## config.mk

```make
export PLATFORM = sky130hd
export DESIGN_NAME = barrel_shifter_pipe
export DESIGN_NICKNAME = d
export VERILOG_FILES = /design/src/rtl/barrel_shifter_pipe.sv
export SDC_FILE = /design/constraint.sdc
export NUM_CORES = 1
export LEC_CHECK = 0
export CORE_MARGIN = 2
export CORE_UTILIZATION = 55
export CTS_CLUSTER_SIZE = 14
export DETAILED_ROUTE_END_ITERATION = 16
export PLACE_DENSITY = 0.89
export SYNTH_ARGS = -nofsm -noshare
export SYNTH_HDL_FRONTEND = slang
export SYNTH_SLANG_ARGS = --single-unit
```

## constraint.sdc

```tcl
create_clock -name clk -period 1.6 [get_ports clk]
set_input_delay 0.32 -clock clk [delete_from_list [all_inputs] [get_ports clk]]
set_output_delay 0.32 -clock clk [all_outputs]
set_load 0.005 [all_outputs]
```

## src/rtl/barrel_shifter_pipe.sv

```systemverilog
// Pipelined barrel shifter (SLL/SRL/SRA/ROL), one log2 stage per register, valid/ready with global stall.
// Optional carry/zero flags built only when BSHIFT_FLAGS_EN is defined.
module barrel_shifter_pipe #(
    parameter  int unsigned WIDTH = 16,
    localparam int unsigned SHW   = $clog2(WIDTH)
) (
    input  logic             clk,
    input  logic             rst_n,
    input  logic             in_valid,
    output logic             in_ready,
    input  logic [WIDTH-1:0] in_data,
    input  logic [SHW-1:0]   in_shamt,
    input  logic [1:0]       in_op,
    output logic             out_valid,
    input  logic             out_ready,
    output logic [WIDTH-1:0] out_data,
    output logic             out_carry,
    output logic             out_zero
);

    localparam logic [1:0] OP_SLL = 2'b00;
    localparam logic [1:0] OP_SRL = 2'b01;
    localparam logic [1:0] OP_SRA = 2'b10;

    logic             r_valid [SHW];
    logic [WIDTH-1:0] r_data  [SHW];
    logic [1:0]       r_op    [SHW];
    logic [SHW-1:0]   r_shamt [SHW];

    logic             w_vin  [SHW];
    logic [WIDTH-1:0] w_din  [SHW];
    logic [1:0]       w_op   [SHW];
    logic [SHW-1:0]   w_sh   [SHW];
    logic [WIDTH-1:0] w_sft  [SHW];
    logic [WIDTH-1:0] w_dout [SHW];
    logic             w_stall;

    assign w_stall   = r_valid[SHW-1] & ~out_ready;
    assign in_ready  = ~w_stall;
    assign out_valid = r_valid[SHW-1];
    assign out_data  = r_data[SHW-1];

    // Stage k shifts by 2^k when its shamt bit k is set
    always_comb begin
        w_vin[0] = in_valid;
        w_din[0] = in_data;
        w_op[0]  = in_op;
        w_sh[0]  = in_shamt;
        for (int k = 1; k < SHW; k++) begin
            w_vin[k] = r_valid[k-1];
            w_din[k] = r_data[k-1];
            w_op[k]  = r_op[k-1];
            w_sh[k]  = r_shamt[k-1];
        end
        for (int k = 0; k < SHW; k++) begin
            case (w_op[k])
                OP_SLL:  w_sft[k] = w_din[k] << (1 << k);
                OP_SRL:  w_sft[k] = w_din[k] >> (1 << k);
                OP_SRA:  w_sft[k] = WIDTH'($signed(w_din[k]) >>> (1 << k));
                default: w_sft[k] = (w_din[k] << (1 << k)) | (w_din[k] >> (WIDTH - (1 << k)));
            endcase
            w_dout[k] = w_sh[k][k] ? w_sft[k] : w_din[k];
        end
    end

    // All stages advance together unless the output is back-pressured
    always_ff @(posedge clk or negedge rst_n) begin
        if (!rst_n) begin
            for (int k = 0; k < SHW; k++) begin
                r_valid[k] <= 1'b0;
                r_data[k]  <= '0;
                r_op[k]    <= '0;
                r_shamt[k] <= '0;
            end
        end else if (!w_stall) begin
            for (int k = 0; k < SHW; k++) begin
                r_valid[k] <= w_vin[k];
                r_data[k]  <= w_dout[k];
                r_op[k]    <= w_op[k];
                r_shamt[k] <= w_sh[k];
            end
        end
    end

`ifdef BSHIFT_FLAGS_EN
    logic r_carry [SHW];
    logic w_cin   [SHW];
    logic w_cout  [SHW];
    logic r_zero;

    // Carry is the last bit leaving each shifting stage; non-shifting stages keep it
    always_comb begin
        w_cin[0] = 1'b0;
        for (int k = 1; k < SHW; k++) begin
            w_cin[k] = r_carry[k-1];
        end
        for (int k = 0; k < SHW; k++) begin
            if (!w_sh[k][k]) begin
                w_cout[k] = w_cin[k];
            end else if (w_op[k] == OP_SRL || w_op[k] == OP_SRA) begin
                w_cout[k] = w_din[k][(1 << k) - 1];
            end else begin
                w_cout[k] = w_din[k][WIDTH - (1 << k)];
            end
        end
    end

    always_ff @(posedge clk or negedge rst_n) begin
        if (!rst_n) begin
            for (int k = 0; k < SHW; k++) begin
                r_carry[k] <= 1'b0;
            end
            r_zero <= 1'b0;
        end else if (!w_stall) begin
            for (int k = 0; k < SHW; k++) begin
                r_carry[k] <= w_cout[k];
            end
            r_zero <= (w_dout[SHW-1] == '0);
        end
    end

    assign out_carry = r_carry[SHW-1];
    assign out_zero  = r_zero;
`else
    assign out_carry = 1'b0;
    assign out_zero  = 1'b0;
`endif

endmodule

```

# Word-level counts from Yosys, hierarchy flattened
# Index checks and enable logic that the tools add are counted.
dict set report totals {
  wordCells 41
  out_inout_bits 20
  in_bits 26
  ff_bits 86
}
dict set report classes {
  n_reduce_logical 4
  bitwise_logic 7
  n_eq_ne 8
  mux 8
}
# cell n
set op_table {}
lappend op_table {{16-bit case mux with 3 select lines} 4}
lappend op_table {{16-bit two-way mux} 4}
lappend op_table {{16-bit by 1-bit OR with 16-bit output} 1}
lappend op_table {{16-bit by 2-bit OR with 16-bit output} 1}
lappend op_table {{16-bit by 4-bit OR with 16-bit output} 1}
lappend op_table {{16-bit by 8-bit OR with 16-bit output} 1}
lappend op_table {{2-bit by 1-bit == test with 1-bit output, second input constant} 4}
lappend op_table {{2-bit == test, second input constant} 4}
lappend op_table {{2-bit zero test} 4}
lappend op_table {{1-bit NOT} 2}
lappend op_table {{1-bit AND} 1}

# Longest topological paths before layout
# Gate-level depths: netlist of the first run.
dict set report depth {
  ltp_word 3
  ltp_mapped 7
  depth_no_buf 5
}

# Least setup slack after synthesis of the first run
# No wires, ideal clock.
dict set report synth_timing {
  kind {register to register}
  startpoint {register r_op[4] (netlist name)}
  endpoint {register r_data[19] (netlist name)}
  arrival_time_ns 1.359
  path_stages_with_launch 6
  setup_time_ns 0.118
  t_required_ns 1.482
  slack_ns 0.123
  period_less_slack_ns 1.477
  path_buffers 1
  path_cell_list {dfrtp_1 > buf_2 > mux2_1 > a22oi_1 > a21oi_1 > a21o_1}
}
dict set report synth_between {
  elab_chain_len 3
}
# item line_no
set synth_rtl {}
lappend synth_rtl {{start: declaration} 27} ;# logic [1:0] r_op [SHW];
lappend synth_rtl {{start signal: indexed assignment} 79} ;# r_op[k] <= w_op[k];
lappend synth_rtl {{2-bit == test (tied with other cells)} 56} ;# case (w_op[k])
lappend synth_rtl {{16-bit case mux with 3 select lines (*)} 56}
lappend synth_rtl {{16-bit two-way mux (*)} 62} ;# w_dout[k] = w_sh[k][k] ? w_sft[k] : w_din[k];
lappend synth_rtl {{end signal: indexed assignment} 78} ;# r_data[k] <= w_dout[k];
lappend synth_rtl {{end: declaration} 26} ;# logic [WIDTH-1:0] r_data [SHW];
# Every way passes the cells marked *; elsewhere a longest branch is shown, timed or not.
# A chain may end at the register's enable or synchronous reset.

# Worst setup path after layout of the first run
dict set report layout_timing {
  startpoint {register r_data, in the netlist out_data[3]}
  endpoint {output port out_data[3]}
}
# item line_no
set layout_rtl {}
lappend layout_rtl {{end: declaration} 16} ;# output logic [WIDTH-1:0] out_data,
# No word-level cell between the ends.

==> impl_metrics.xml, run 1 <==
<?xml version="1.0" encoding="UTF-8"?>
<metrics>
  <group name="global_routing">
    <metric name="grt_pass1_vias" unit="">3468</metric>
    <metric name="grt_use_total" unit="%">22.4</metric>
    <metric name="global_route_wire_length_before_repair" unit="microns">15600</metric>
    <metric name="largest_net_degree_at_the_start_of_global_routing" unit="">70</metric>
    <metric name="grt.overflow.total" unit="">0</metric>
    <metric name="number_of_antenna_violations_at_the_first_check_in_global_routing" unit="">0</metric>
  </group>
  <group name="placed_design">
    <metric name="place_area" unit="sq mm">0.00497</metric>
    <metric name="place.gp.congestion" unit="">0.872</metric>
    <metric name="placement.io_buffers" unit="">43</metric>
    <metric name="dpl.hpwl" unit="microns">6450</metric>
  </group>
  <group name="setup_path">
    <metric name="cell_family_with_most_cp_delay" unit="">buffers and inverters</metric>
    <metric name="biggest_cell_delay_along_the_critical_path" unit="ns">0.52</metric>
    <metric name="path_class" unit="">register to output port</metric>
    <metric name="cp_buf_inv_count" unit="">1</metric>
    <metric name="critical_path_required" unit="ns">1.28</metric>
    <metric name="timing.critical_path.to_type" unit="">output port</metric>
    <metric name="worst-endpoint-arrival" unit="ns">1.24</metric>
    <metric name="critPathSlowestCell" unit="">clkdlybuf4s50_1</metric>
    <metric name="path_cells" unit="">clkdlybuf4s50_1</metric>
    <metric name="critPathLaunchType" unit="">register</metric>
    <metric name="largest_driver_fanout_on_the_critical_path" unit="">2</metric>
  </group>
  <group name="sta">
    <metric name="max_clock_freq" unit="MHz">643</metric>
    <metric name="unrepaired_setup_endpoints_after_global_routing" unit="">false</metric>
    <metric name="timing_hold_violations_final" unit="">0</metric>
    <metric name="final-setup-viol-count" unit="">0</metric>
    <metric name="fin_crit_sh" unit="%">97.2</metric>
    <metric name="timing_max_transition_violations_final" unit="">0</metric>
    <metric name="max_slew.worst_pin.slew" unit="ns">0.689</metric>
    <metric name="worst_clock_skew" unit="ns">0.00332</metric>
    <metric name="hold-worst-slack" unit="ns">0.409</metric>
    <metric name="relSlewSlack" unit="%">54.1</metric>
    <metric name="min_period" unit="ns">1.56</metric>
  </group>
  <group name="pwr">
    <metric name="power_leakage" unit="uW">0.00251</metric>
    <metric name="power_per_cell_area" unit="mW/mm^2">1970</metric>
    <metric name="power" unit="uW">10300</metric>
    <metric name="power.ir.vdd_worst" unit="mV">0.681</metric>
  </group>
  <group name="yosys">
    <metric name="synth_top_cell_area_share" unit="%">44.7</metric>
    <metric name="yosys_register_bits" unit="">80</metric>
    <metric name="synth_top_cells_by_count" unit="">o21ai_0 (82), dfrtp_1 (80), nand2_1 (70)</metric>
    <metric name="post_synth_inst_count" unit="">492</metric>
    <metric name="synth.cell_area" unit="sq mm">0.00448</metric>
    <metric name="primary_flip_flop_cell_chosen_by_synthesis_mapping" unit="">dfrtp_1</metric>
    <metric name="synthDominantAreaCellType" unit="">dfrtp_1</metric>
    <metric name="yosys.cell_count.top_type" unit="">o21ai_0</metric>
    <metric name="yosysWarningCount" unit="">0</metric>
    <metric name="synth.area.top_cells" unit="">dfrtp_1 (45%), o21ai_0 (9.2%), a21o_1 (8.7%)</metric>
    <metric name="synth.distinct_cells" unit="">29</metric>
    <metric name="synth-edff-count" unit="">0</metric>
    <metric name="synth_async_sr_flop_share" unit="%">100</metric>
    <metric name="synthesis.area_per_instance" unit="sq um">9.10</metric>
    <metric name="seq_area_frac_synth" unit="%">44.7</metric>
  </group>
  <group name="run_status">
    <metric name="status" unit="">complete, no violations</metric>
  </group>
  <group name="clock_network">
    <metric name="root_buffer" unit="">clkbuf_8</metric>
    <metric name="clockBufferDepth" unit="">2</metric>
    <metric name="clock_insertion_delay_worst_skew" unit="ns">0.36</metric>
    <metric name="cts_made_buffers" unit="">9</metric>
    <metric name="tritoncts_num_sinks" unit="">80</metric>
    <metric name="htree_num_levels" unit="">3</metric>
    <metric name="clk_pin_slew" unit="ns">0.08</metric>
    <metric name="cts_tree" unit="">yes</metric>
  </group>
  <group name="final_layout">
    <metric name="finish.net_count" unit="">543</metric>
    <metric name="layout-drive-gt1-share" unit="%">11.1</metric>
    <metric name="flow.area_growth_from_synthesis" unit="%">16.3</metric>
    <metric name="diodes" unit="">0</metric>
    <metric name="final_design_area_no_fill" unit="sq mm">0.00520</metric>
  </group>
  <group name="floorplan">
    <metric name="chipHeight" unit="microns">94.2</metric>
    <metric name="start_util" unit="%">57.3</metric>
    <metric name="dieWidth" unit="microns">94.2</metric>
    <metric name="count_of_standard_cell_rows" unit="">32</metric>
    <metric name="floorplan.io_pins" unit="">46</metric>
    <metric name="floorplan.die_area" unit="sq mm">0.00887</metric>
    <metric name="core_area" unit="sq mm">0.00781</metric>
  </group>
  <group name="routing">
    <metric name="vias_per_cell" unit="">5.82</metric>
    <metric name="dr.first_iter.drc_count" unit="">163</metric>
    <metric name="drt_pre_antenna_iters" unit="">6</metric>
    <metric name="postRouteWirelength" unit="microns">9300</metric>
    <metric name="vias_post_dr" unit="">3630</metric>
    <metric name="remaining_drc_errors" unit="">0</metric>
    <metric name="routed_wire_length_per_instance" unit="microns">14.9</metric>
    <metric name="final_antenna_net_count" unit="">0</metric>
  </group>
  <group name="hold_path">
    <metric name="timing.hold.worst.class" unit="">primary input to asynchronous set/reset pin</metric>
  </group>
  <group name="job">
    <metric name="cap_viol_max_count" unit="">0</metric>
  </group>
</metrics>
-- per-stage QoR --
stage | setup WS [ns] | instances | TNS [ns] | util, %
after global placement | -0.157 | 606 | -3.14 | 63.6
after CTS | 0.0288 | 624 | 0 | 66.6
after global routing | 0.000659 | 624 | 0 | 66.7
final | 0.0450 | 624 | 0 | 66.7
after detailed placement | -0.201 | 606 | -6.79 | 63.6
after floorplan | 0.123 | 493 | 0 | -
-- flip-flops by register name, indices dropped and copies added, names as in the netlist --
signal / flops
r_data: 48
out_data: 16
r_op: 6
r_shamt: 6
r_valid: 3
out_valid: 1
-- metal layers --
| layer | vias up | part of all wire (%) | track usage [%] |
|---|---|---|---|
| met1 | 1734 | 41 | 25.2 |
| li1 | 1777 | - | - |
| met2 | 102 | 53 | 41.7 |
| met5 | - | 0 | 0 |
| met3 | 17 | 4.4 | 4.09 |
| met4 | 0 | 1.7 | 8.33 |
-- cell families (layout without fill, tap and decap cells) --
kind of cell,Yosys count,in the layout,synth area share (%)
XOR/XNOR,3,3,1.34
buffers and inverters,59,88,7.07
AO/OA/AOI/OAI,205,205,26.8
flip-flops,80,80,44.7
multiplexers,43,43,9.84
other,1,2,0.0838
adder cells (fa/ha/maj),1,1,0.224
AND/OR/NAND/NOR,100,100,9.92
-- placed cells by master (no fill, tap or decap), drive strengths merged --
| cell type | instances |
|---|---|
| a21oi | 43 |
| dfrtp | 80 |
| a21o | 52 |
| a22oi | 6 |
| nand2b | 1 |
| or2 | 1 |
| nor2 | 3 |
| o21ai | 82 |
| conb | 2 |
| clkbuf | 10 |
| maj3 | 1 |
| and2b | 1 |
| clkinvlp | 1 |
| mux2 | 8 |
| and2 | 12 |
| nor2b | 12 |
| bufinv | 2 |
| inv | 3 |
| mux2i | 35 |
| nand2 | 70 |
| clkdlybuf4s50 | 40 |
| buf | 27 |
| dlygate4sd3 | 1 |
| clkinv | 3 |
| o22ai | 2 |
| a31oi | 20 |
| dlygate4sd2 | 1 |
| xnor2 | 3 |
-- final timing paths --
kind | end | slack, ns | depth (start not counted) | start
worst max-delay path | out_data[3] | 0.04 | 1 | out_data[3]
worst min-delay path | out_data[3] | 0.41 | 2 | rst_n
worst max register to register | r_data[35] | 0.09 | 5 | r_op[6]
worst min register to register | out_valid | 0.47 | 1 | r_valid[1]
max in group asynchronous | r_op[4] | 0.61 | 3 | rst_n
min in group clk | out_valid | 0.47 | 1 | r_valid[1]
-- layout make-up --
type | count | area, sq um
fillers | 596 | 2600
inverters | 3 | 11.3
flip-flops and latches | 80 | 2000
clock inverters | 6 | 82.6
clock buffers | 10 | 138
well taps | 102 | 128
repair buffers | 69 | 672
multi-input cells | 354 | 2170
-- power by group --
group,internal [uW],switching (uW),total (uW)
combinational,2450,2270,4720
sequential,2950,962,3910
clock,912,719,1630
-- worst register-to-register path, delay by kind of cell (launching register included) --
kind                   cells  cell delay [ns]
flip-flops                 1             0.45
AO/OA/AOI/OAI              2             0.34
multiplexers               1             0.23
XOR/XNOR                   1             0.21
buffers and inverters      1             0.18
-- what timing repair did --
item,4_1_cts,5_1_grt
hold buffers,1,0
resized for setup,3,1
pin swaps,0,0
buffers inserted,1,0
setup endpoints to repair,4,1
endpoints found under the hold margin,26,0
(Power assumes the default switching activity.)
==> inputs of run 2 (changes only) <==
- GPL_ROUTABILITY_DRIVEN: not set -> 0
- GPL_TIMING_DRIVEN: not set -> 0
==> impl_metrics.xml, run 2 (same netlist as run 1, synthesis figures left out) <==
<?xml version="1.0" encoding="UTF-8"?>
<metrics>
  <group name="floorplan">
    <metric name="floorplan.die_area" unit="sq mm">0.00887</metric>
    <metric name="core_area" unit="sq mm">0.00781</metric>
    <metric name="count_of_standard_cell_rows" unit="">32</metric>
    <metric name="start_util" unit="%">57.3</metric>
    <metric name="dieWidth" unit="microns">94.2</metric>
    <metric name="chipHeight" unit="microns">94.2</metric>
    <metric name="floorplan.io_pins" unit="">46</metric>
  </group>
  <group name="run_status">
    <metric name="status" unit="">complete, no violations</metric>
  </group>
  <group name="routing">
    <metric name="vias_post_dr" unit="">4123</metric>
    <metric name="postRouteWirelength" unit="microns">12300</metric>
    <metric name="final_antenna_net_count" unit="">0</metric>
    <metric name="dr.first_iter.drc_count" unit="">400</metric>
    <metric name="remaining_drc_errors" unit="">0</metric>
    <metric name="vias_per_cell" unit="">6.14</metric>
    <metric name="routed_wire_length_per_instance" unit="microns">18.4</metric>
    <metric name="drt_pre_antenna_iters" unit="">6</metric>
  </group>
  <group name="pwr">
    <metric name="sw_frac_of_total" unit="%">39.7</metric>
    <metric name="clock_power_share" unit="%">17.2</metric>
    <metric name="power_leakage" unit="uW">0.00275</metric>
    <metric name="switchingPower" unit="uW">4580</metric>
    <metric name="comb_power_share" unit="%">48.7</metric>
    <metric name="internal_power" unit="uW">6950</metric>
    <metric name="power.ir.vdd_worst" unit="mV">0.714</metric>
    <metric name="seq_power_share" unit="%">34.1</metric>
    <metric name="power_per_cell_area" unit="mW/mm^2">2070</metric>
  </group>
  <group name="clock_network">
    <metric name="cts_made_buffers" unit="">9</metric>
    <metric name="cts_tree" unit="">yes</metric>
    <metric name="root_buffer" unit="">clkbuf_8</metric>
    <metric name="clk_pin_slew" unit="ns">0.08</metric>
    <metric name="clock_insertion_delay_worst_skew" unit="ns">0.35</metric>
    <metric name="htree_num_levels" unit="">3</metric>
    <metric name="tritoncts_num_sinks" unit="">80</metric>
    <metric name="clockBufferDepth" unit="">2</metric>
  </group>
  <group name="final_layout">
    <metric name="multi_input_comb_area" unit="sq mm">0.00220</metric>
    <metric name="largest-register" unit="">r_data</metric>
    <metric name="mostFrequentLayoutCell" unit="">o21ai_0</metric>
    <metric name="flow.area_growth_from_synthesis" unit="%">24.2</metric>
    <metric name="largest_register_ffs" unit="">48</metric>
    <metric name="register_area" unit="sq mm">0.00200</metric>
    <metric name="layout.cells.most_common_list" unit="">o21ai_0 (82), dfrtp_1 (79), nand2_1 (70), a21o_1 (52), a21oi_1 (43)</metric>
    <metric name="finalNonFillerCells" unit="">672</metric>
    <metric name="diodes" unit="">0</metric>
    <metric name="fillers" unit="">557</metric>
    <metric name="layout-drive-gt1-share" unit="%">15.6</metric>
    <metric name="finish.net_count" unit="">592</metric>
  </group>
  <group name="hold_path">
    <metric name="timing.hold.worst.class" unit="">primary input to register</metric>
  </group>
  <group name="global_routing">
    <metric name="global_route_wire_length_before_repair" unit="microns">19400</metric>
    <metric name="largest_net_degree_at_the_start_of_global_routing" unit="">51</metric>
    <metric name="number_of_antenna_violations_at_the_first_check_in_global_routing" unit="">0</metric>
    <metric name="grt_use_total" unit="%">28.4</metric>
    <metric name="grt_pass1_vias" unit="">4030</metric>
    <metric name="grt.overflow.total" unit="">0</metric>
  </group>
  <group name="setup_path">
    <metric name="critical_path_required" unit="ns">1.84</metric>
    <metric name="critPathLaunchType" unit="">register</metric>
    <metric name="worst-endpoint-arrival" unit="ns">1.80</metric>
    <metric name="path_class" unit="">register to register</metric>
    <metric name="largest_driver_fanout_on_the_critical_path" unit="">10</metric>
    <metric name="timing.critical_path.to_type" unit="">register</metric>
  </group>
  <group name="sta">
    <metric name="fin_crit_sh" unit="%">97.7</metric>
    <metric name="final-setup-viol-count" unit="">0</metric>
    <metric name="worst_clock_skew" unit="ns">0.00736</metric>
    <metric name="max_slew.worst_pin.slew" unit="ns">0.626</metric>
    <metric name="timing_max_transition_violations_final" unit="">0</metric>
    <metric name="final.setup.worst_slack" unit="ns">0.0361</metric>
    <metric name="min_period" unit="ns">1.56</metric>
    <metric name="max_clock_freq" unit="MHz">639</metric>
    <metric name="timing_hold_violations_final" unit="">0</metric>
    <metric name="relSlewSlack" unit="%">58.3</metric>
  </group>
  <group name="placed_design">
    <metric name="dp_cells" unit="">639</metric>
    <metric name="placement.io_buffers" unit="">43</metric>
    <metric name="dpl.hpwl" unit="microns">8160</metric>
    <metric name="preCtsSetupSlack" unit="ns">-0.885</metric>
  </group>
  <group name="job">
    <metric name="cap_viol_max_count" unit="">0</metric>
  </group>
</metrics>
## run 2: per-stage QoR
stage	setup TNS, ns	util (%)	hold WS, ns	instance area (sq um)	power (uW)
finish	0	71.2	0.372	5560	11500
global placement	-204.24	64.5	0.442	5040	8520
detailed placement	-23.55	64.8	0.282	5060	8870
global route	-0.0199	71.2	0.392	5560	12200
CTS	0	70.1	0.456	5470	11100
floorplan	0	-	0.0244	4480	7200
## run 2: layer usage
metal | vias up | GRT usage [%] | wire length [microns]
met5 | - | 0 | 0
met4 | 0 | 12.1 | 434
met3 | 51 | 5.14 | 782
met2 | 227 | 54.2 | 6700
met1 | 1983 | 30.3 | 4420
li1 | 1862 | - | -
## run 2: area by class of cell
type | count | area share, %
clock inverter | 5 | 2.32
sequential | 80 | 36.0
timing repair buffer | 64 | 10.8
clock buffer | 10 | 2.48
tap | 102 | 2.30
buffer | 54 | 6.14
inverter | 3 | 0.248
multi-input combinational | 354 | 39.6
## run 2: final timing paths
| kind | start | end | slack [ns] | cells after the start |
|---|---|---|---|---|
| worst max register to register | r_op[4] | r_data[18] | 0.04 | 5 |
| worst min register to register | r_shamt[11] | r_shamt[11] | 0.48 | 2 |
| worst max-delay path | r_op[4] | r_data[18] | 0.04 | 5 |
| worst min-delay path | in_op[1] | r_op[7] | 0.37 | 3 |
| max in group asynchronous | rst_n | r_data[48] | 0.59 | 3 |
| min in group asynchronous | rst_n | out_data[12] | 0.44 | 2 |
## run 2: worst max-delay path, stage by stage, from the launching register on
cell,delay [ns]
dfrtp_2,0.47
clkbuf_4,0.21
and2b_1,0.23
a22oi_1,0.22
a21oi_1,0.13
a21o_1,0.20
## run 2: repair_timing
action                                  4_1_cts  5_1_grt
gates resized for setup                      34       25
endpoints found under the setup margin       61       50
pin swaps                                     2        3
hold buffers                                  1        0
buffers inserted                             14        4
cloned                                        0        1
hold endpoints to repair                     30        0
## run 2: power groups by stage
stage	Clock (uW)	Sequential (uW)	Combinational (uW)
after floorplan	0	3550	3650
after global placement	0	3790	4730
after detailed placement	0	3870	5000
after CTS	1950	3840	5290
after global routing	2050	4010	6120
final	1980	3930	5610
==> inputs of run 3 (changes only) <==
- ABC_CLOCK_PERIOD_IN_PS: not set -> 1600
- CORE_UTILIZATION: 55 -> 32
- PLACE_DENSITY: 0.89 -> 0.61
==> impl_metrics.xml, run 3 (same netlist as run 1, synthesis figures left out) <==
<?xml version="1.0" encoding="UTF-8"?>
<metrics>
  <group name="final_layout">
    <metric name="largest-register" unit="">r_data</metric>
    <metric name="flow.area_growth_from_synthesis" unit="%">28.9</metric>
    <metric name="diodes" unit="">0</metric>
    <metric name="largest_register_ffs" unit="">48</metric>
    <metric name="layout-drive-gt1-share" unit="%">15.3</metric>
    <metric name="finish.net_count" unit="">591</metric>
    <metric name="fillers" unit="">1371</metric>
    <metric name="layout.cells.most_common_list" unit="">o21ai_0 (82), dfrtp_1 (79), nand2_1 (70), a21o_1 (52), a21oi_1 (42)</metric>
    <metric name="mostFrequentLayoutCell" unit="">o21ai_0</metric>
  </group>
  <group name="hold_path">
    <metric name="timing.hold.worst.class" unit="">primary input to asynchronous set/reset pin</metric>
  </group>
  <group name="sta">
    <metric name="timing_max_transition_violations_final" unit="">0</metric>
    <metric name="final.setup.worst_slack" unit="ns">0.0608</metric>
    <metric name="fin_crit_sh" unit="%">96.2</metric>
    <metric name="unrepaired_setup_endpoints_after_global_routing" unit="">true</metric>
    <metric name="relSlewSlack" unit="%">60.3</metric>
    <metric name="max_clock_freq" unit="MHz">650</metric>
    <metric name="hold-worst-slack" unit="ns">0.391</metric>
    <metric name="max_slew.worst_pin.slew" unit="ns">0.595</metric>
    <metric name="timing_hold_violations_final" unit="">0</metric>
    <metric name="worst_clock_skew" unit="ns">0.00391</metric>
    <metric name="min_period" unit="ns">1.54</metric>
    <metric name="final-setup-viol-count" unit="">0</metric>
  </group>
  <group name="clock_network">
    <metric name="cts_made_buffers" unit="">9</metric>
    <metric name="clock_insertion_delay_worst_skew" unit="ns">0.33</metric>
    <metric name="clockBufferDepth" unit="">2</metric>
    <metric name="tritoncts_num_sinks" unit="">80</metric>
    <metric name="cts_tree" unit="">yes</metric>
    <metric name="root_buffer" unit="">clkbuf_16</metric>
    <metric name="clk_pin_slew" unit="ns">0.06</metric>
    <metric name="htree_num_levels" unit="">3</metric>
  </group>
  <group name="setup_path">
    <metric name="timing.critical_path.to_type" unit="">register</metric>
    <metric name="biggest_cell_delay_along_the_critical_path" unit="ns">0.37</metric>
    <metric name="critPathLaunchType" unit="">register</metric>
    <metric name="rr_startpoint" unit="">r_op[7]</metric>
    <metric name="cell_family_with_most_cp_delay" unit="">flip-flops</metric>
    <metric name="critPathLaunch" unit="">r_op[7]</metric>
    <metric name="worst-endpoint-arrival" unit="ns">1.76</metric>
    <metric name="critPathSlowestCell" unit="">dfrtp_1</metric>
    <metric name="cp_buf_inv_count" unit="">2</metric>
    <metric name="path_class" unit="">register to register</metric>
    <metric name="path_cells" unit="">buf_6 -&gt; xnor2_4 -&gt; buf_8 -&gt; mux2i_1 -&gt; a21oi_1 -&gt; a21o_1</metric>
    <metric name="critical_path_required" unit="ns">1.82</metric>
    <metric name="largest_driver_fanout_on_the_critical_path" unit="">10</metric>
  </group>
  <group name="floorplan">
    <metric name="dieWidth" unit="microns">122</metric>
    <metric name="core_area" unit="sq mm">0.0138</metric>
    <metric name="chipHeight" unit="microns">122</metric>
    <metric name="floorplan.io_pins" unit="">46</metric>
    <metric name="count_of_standard_cell_rows" unit="">43</metric>
    <metric name="floorplan.die_area" unit="sq mm">0.0149</metric>
    <metric name="start_util" unit="%">32.5</metric>
  </group>
  <group name="routing">
    <metric name="remaining_drc_errors" unit="">0</metric>
    <metric name="vias_per_cell" unit="">5.24</metric>
    <metric name="vias_post_dr" unit="">3922</metric>
    <metric name="final_antenna_net_count" unit="">0</metric>
    <metric name="drt_pre_antenna_iters" unit="">5</metric>
    <metric name="routed_wire_length_per_instance" unit="microns">15.4</metric>
    <metric name="dr.first_iter.drc_count" unit="">296</metric>
    <metric name="postRouteWirelength" unit="microns">11500</metric>
  </group>
  <group name="placed_design">
    <metric name="placement.io_buffers" unit="">43</metric>
    <metric name="dpl.hpwl" unit="microns">8520</metric>
    <metric name="preCtsSetupSlack" unit="ns">-0.885</metric>
  </group>
  <group name="run_status">
    <metric name="status" unit="">complete, no violations</metric>
  </group>
  <group name="global_routing">
    <metric name="largest_net_degree_at_the_start_of_global_routing" unit="">65</metric>
    <metric name="global_route_wire_length_before_repair" unit="microns">18600</metric>
    <metric name="grt_use_total" unit="%">15.8</metric>
    <metric name="number_of_antenna_violations_at_the_first_check_in_global_routing" unit="">0</metric>
    <metric name="grt_pass1_vias" unit="">3773</metric>
    <metric name="grt.overflow.total" unit="">0</metric>
  </group>
  <group name="pwr">
    <metric name="power_leakage" unit="uW">0.00291</metric>
    <metric name="power_per_cell_area" unit="mW/mm^2">2020</metric>
    <metric name="power.ir.vdd_worst" unit="mV">0.741</metric>
  </group>
  <group name="job">
    <metric name="cap_viol_max_count" unit="">0</metric>
  </group>
</metrics>
## run 3: cell types whose count changed in the layout (fill, tap and decap cells not counted), sizes merged
cell           before  now
dlygate4sd2        16    2
dlymetal6s2s        2   17
bufinv              4    2
buf                48   49
clkdlybuf4s50      22   21
## run 3: final timing paths
| path | end | slack, ns | cells after the start |
|---|---|---|---|
| worst max register to register | r_data[41] | 0.06 | 6 |
| min in group clk | out_valid | 0.46 | 1 |
| max in group asynchronous | r_op[4] | 0.62 | 3 |
| worst min-delay path | out_data[11] | 0.39 | 2 |
| worst min register to register | out_valid | 0.46 | 1 |
| worst max-delay path | r_data[41] | 0.06 | 6 |
## run 3: stage by stage
step                      TNS, ns  cells  utilization (%)  cell area [sq um]  power [uW]
final                           0    749             41.9               5770       11700
after global routing            0    749             41.9               5770       12500
after CTS                 -0.0325    741             40.8               5610       11400
after detailed placement   -25.36    717             37.5               5160        8900
after global placement    -215.52    716             37.3               5130        8690
after floorplan                 0    493                -               4480        7200
## run 3: worst reg2reg max path, delay by kind of cell, from the launching register on
family	cells	cell delay (ns)
XOR/XNOR	1	0.25
buffers and inverters	2	0.32
multiplexers	1	0.20
AO/OA/AOI/OAI	2	0.30
flip-flops	1	0.37
## run 3: cell type report
type                       count  area, sq um  share of cell area [%]
inverter                       3         13.8                   0.239
clock inverter                 3         65.1                    1.13
buffer                        54          329                    5.70
tap                          180          225                    3.90
timing repair buffer          63          669                    11.6
multi-input combinational    354         2210                    38.2
clock buffer                  12          256                    4.45
sequential                    80         2000                    34.7
## run 3: timing repair
action,4_1_cts,5_1_grt
cloned,0,1
endpoints found under the setup margin,48,52
endpoints found under the hold margin,16,0
resized for setup,25,34
setup buffers,9,8
pin swaps,2,4
hold buffers,1,0
## run 3: power breakdown
part | switching (uW) | internal (uW)
combinational | 2680 | 2890
sequential | 916 | 2960
clock | 765 | 1440
## run 3: layer usage
layer | GRT usage [%] | part of all wire [%]
met2 | 27.7 | 49
met1 | 18.9 | 43
met4 | 7.69 | 3.5
met3 | 2.28 | 4.7
met5 | 0 | 0
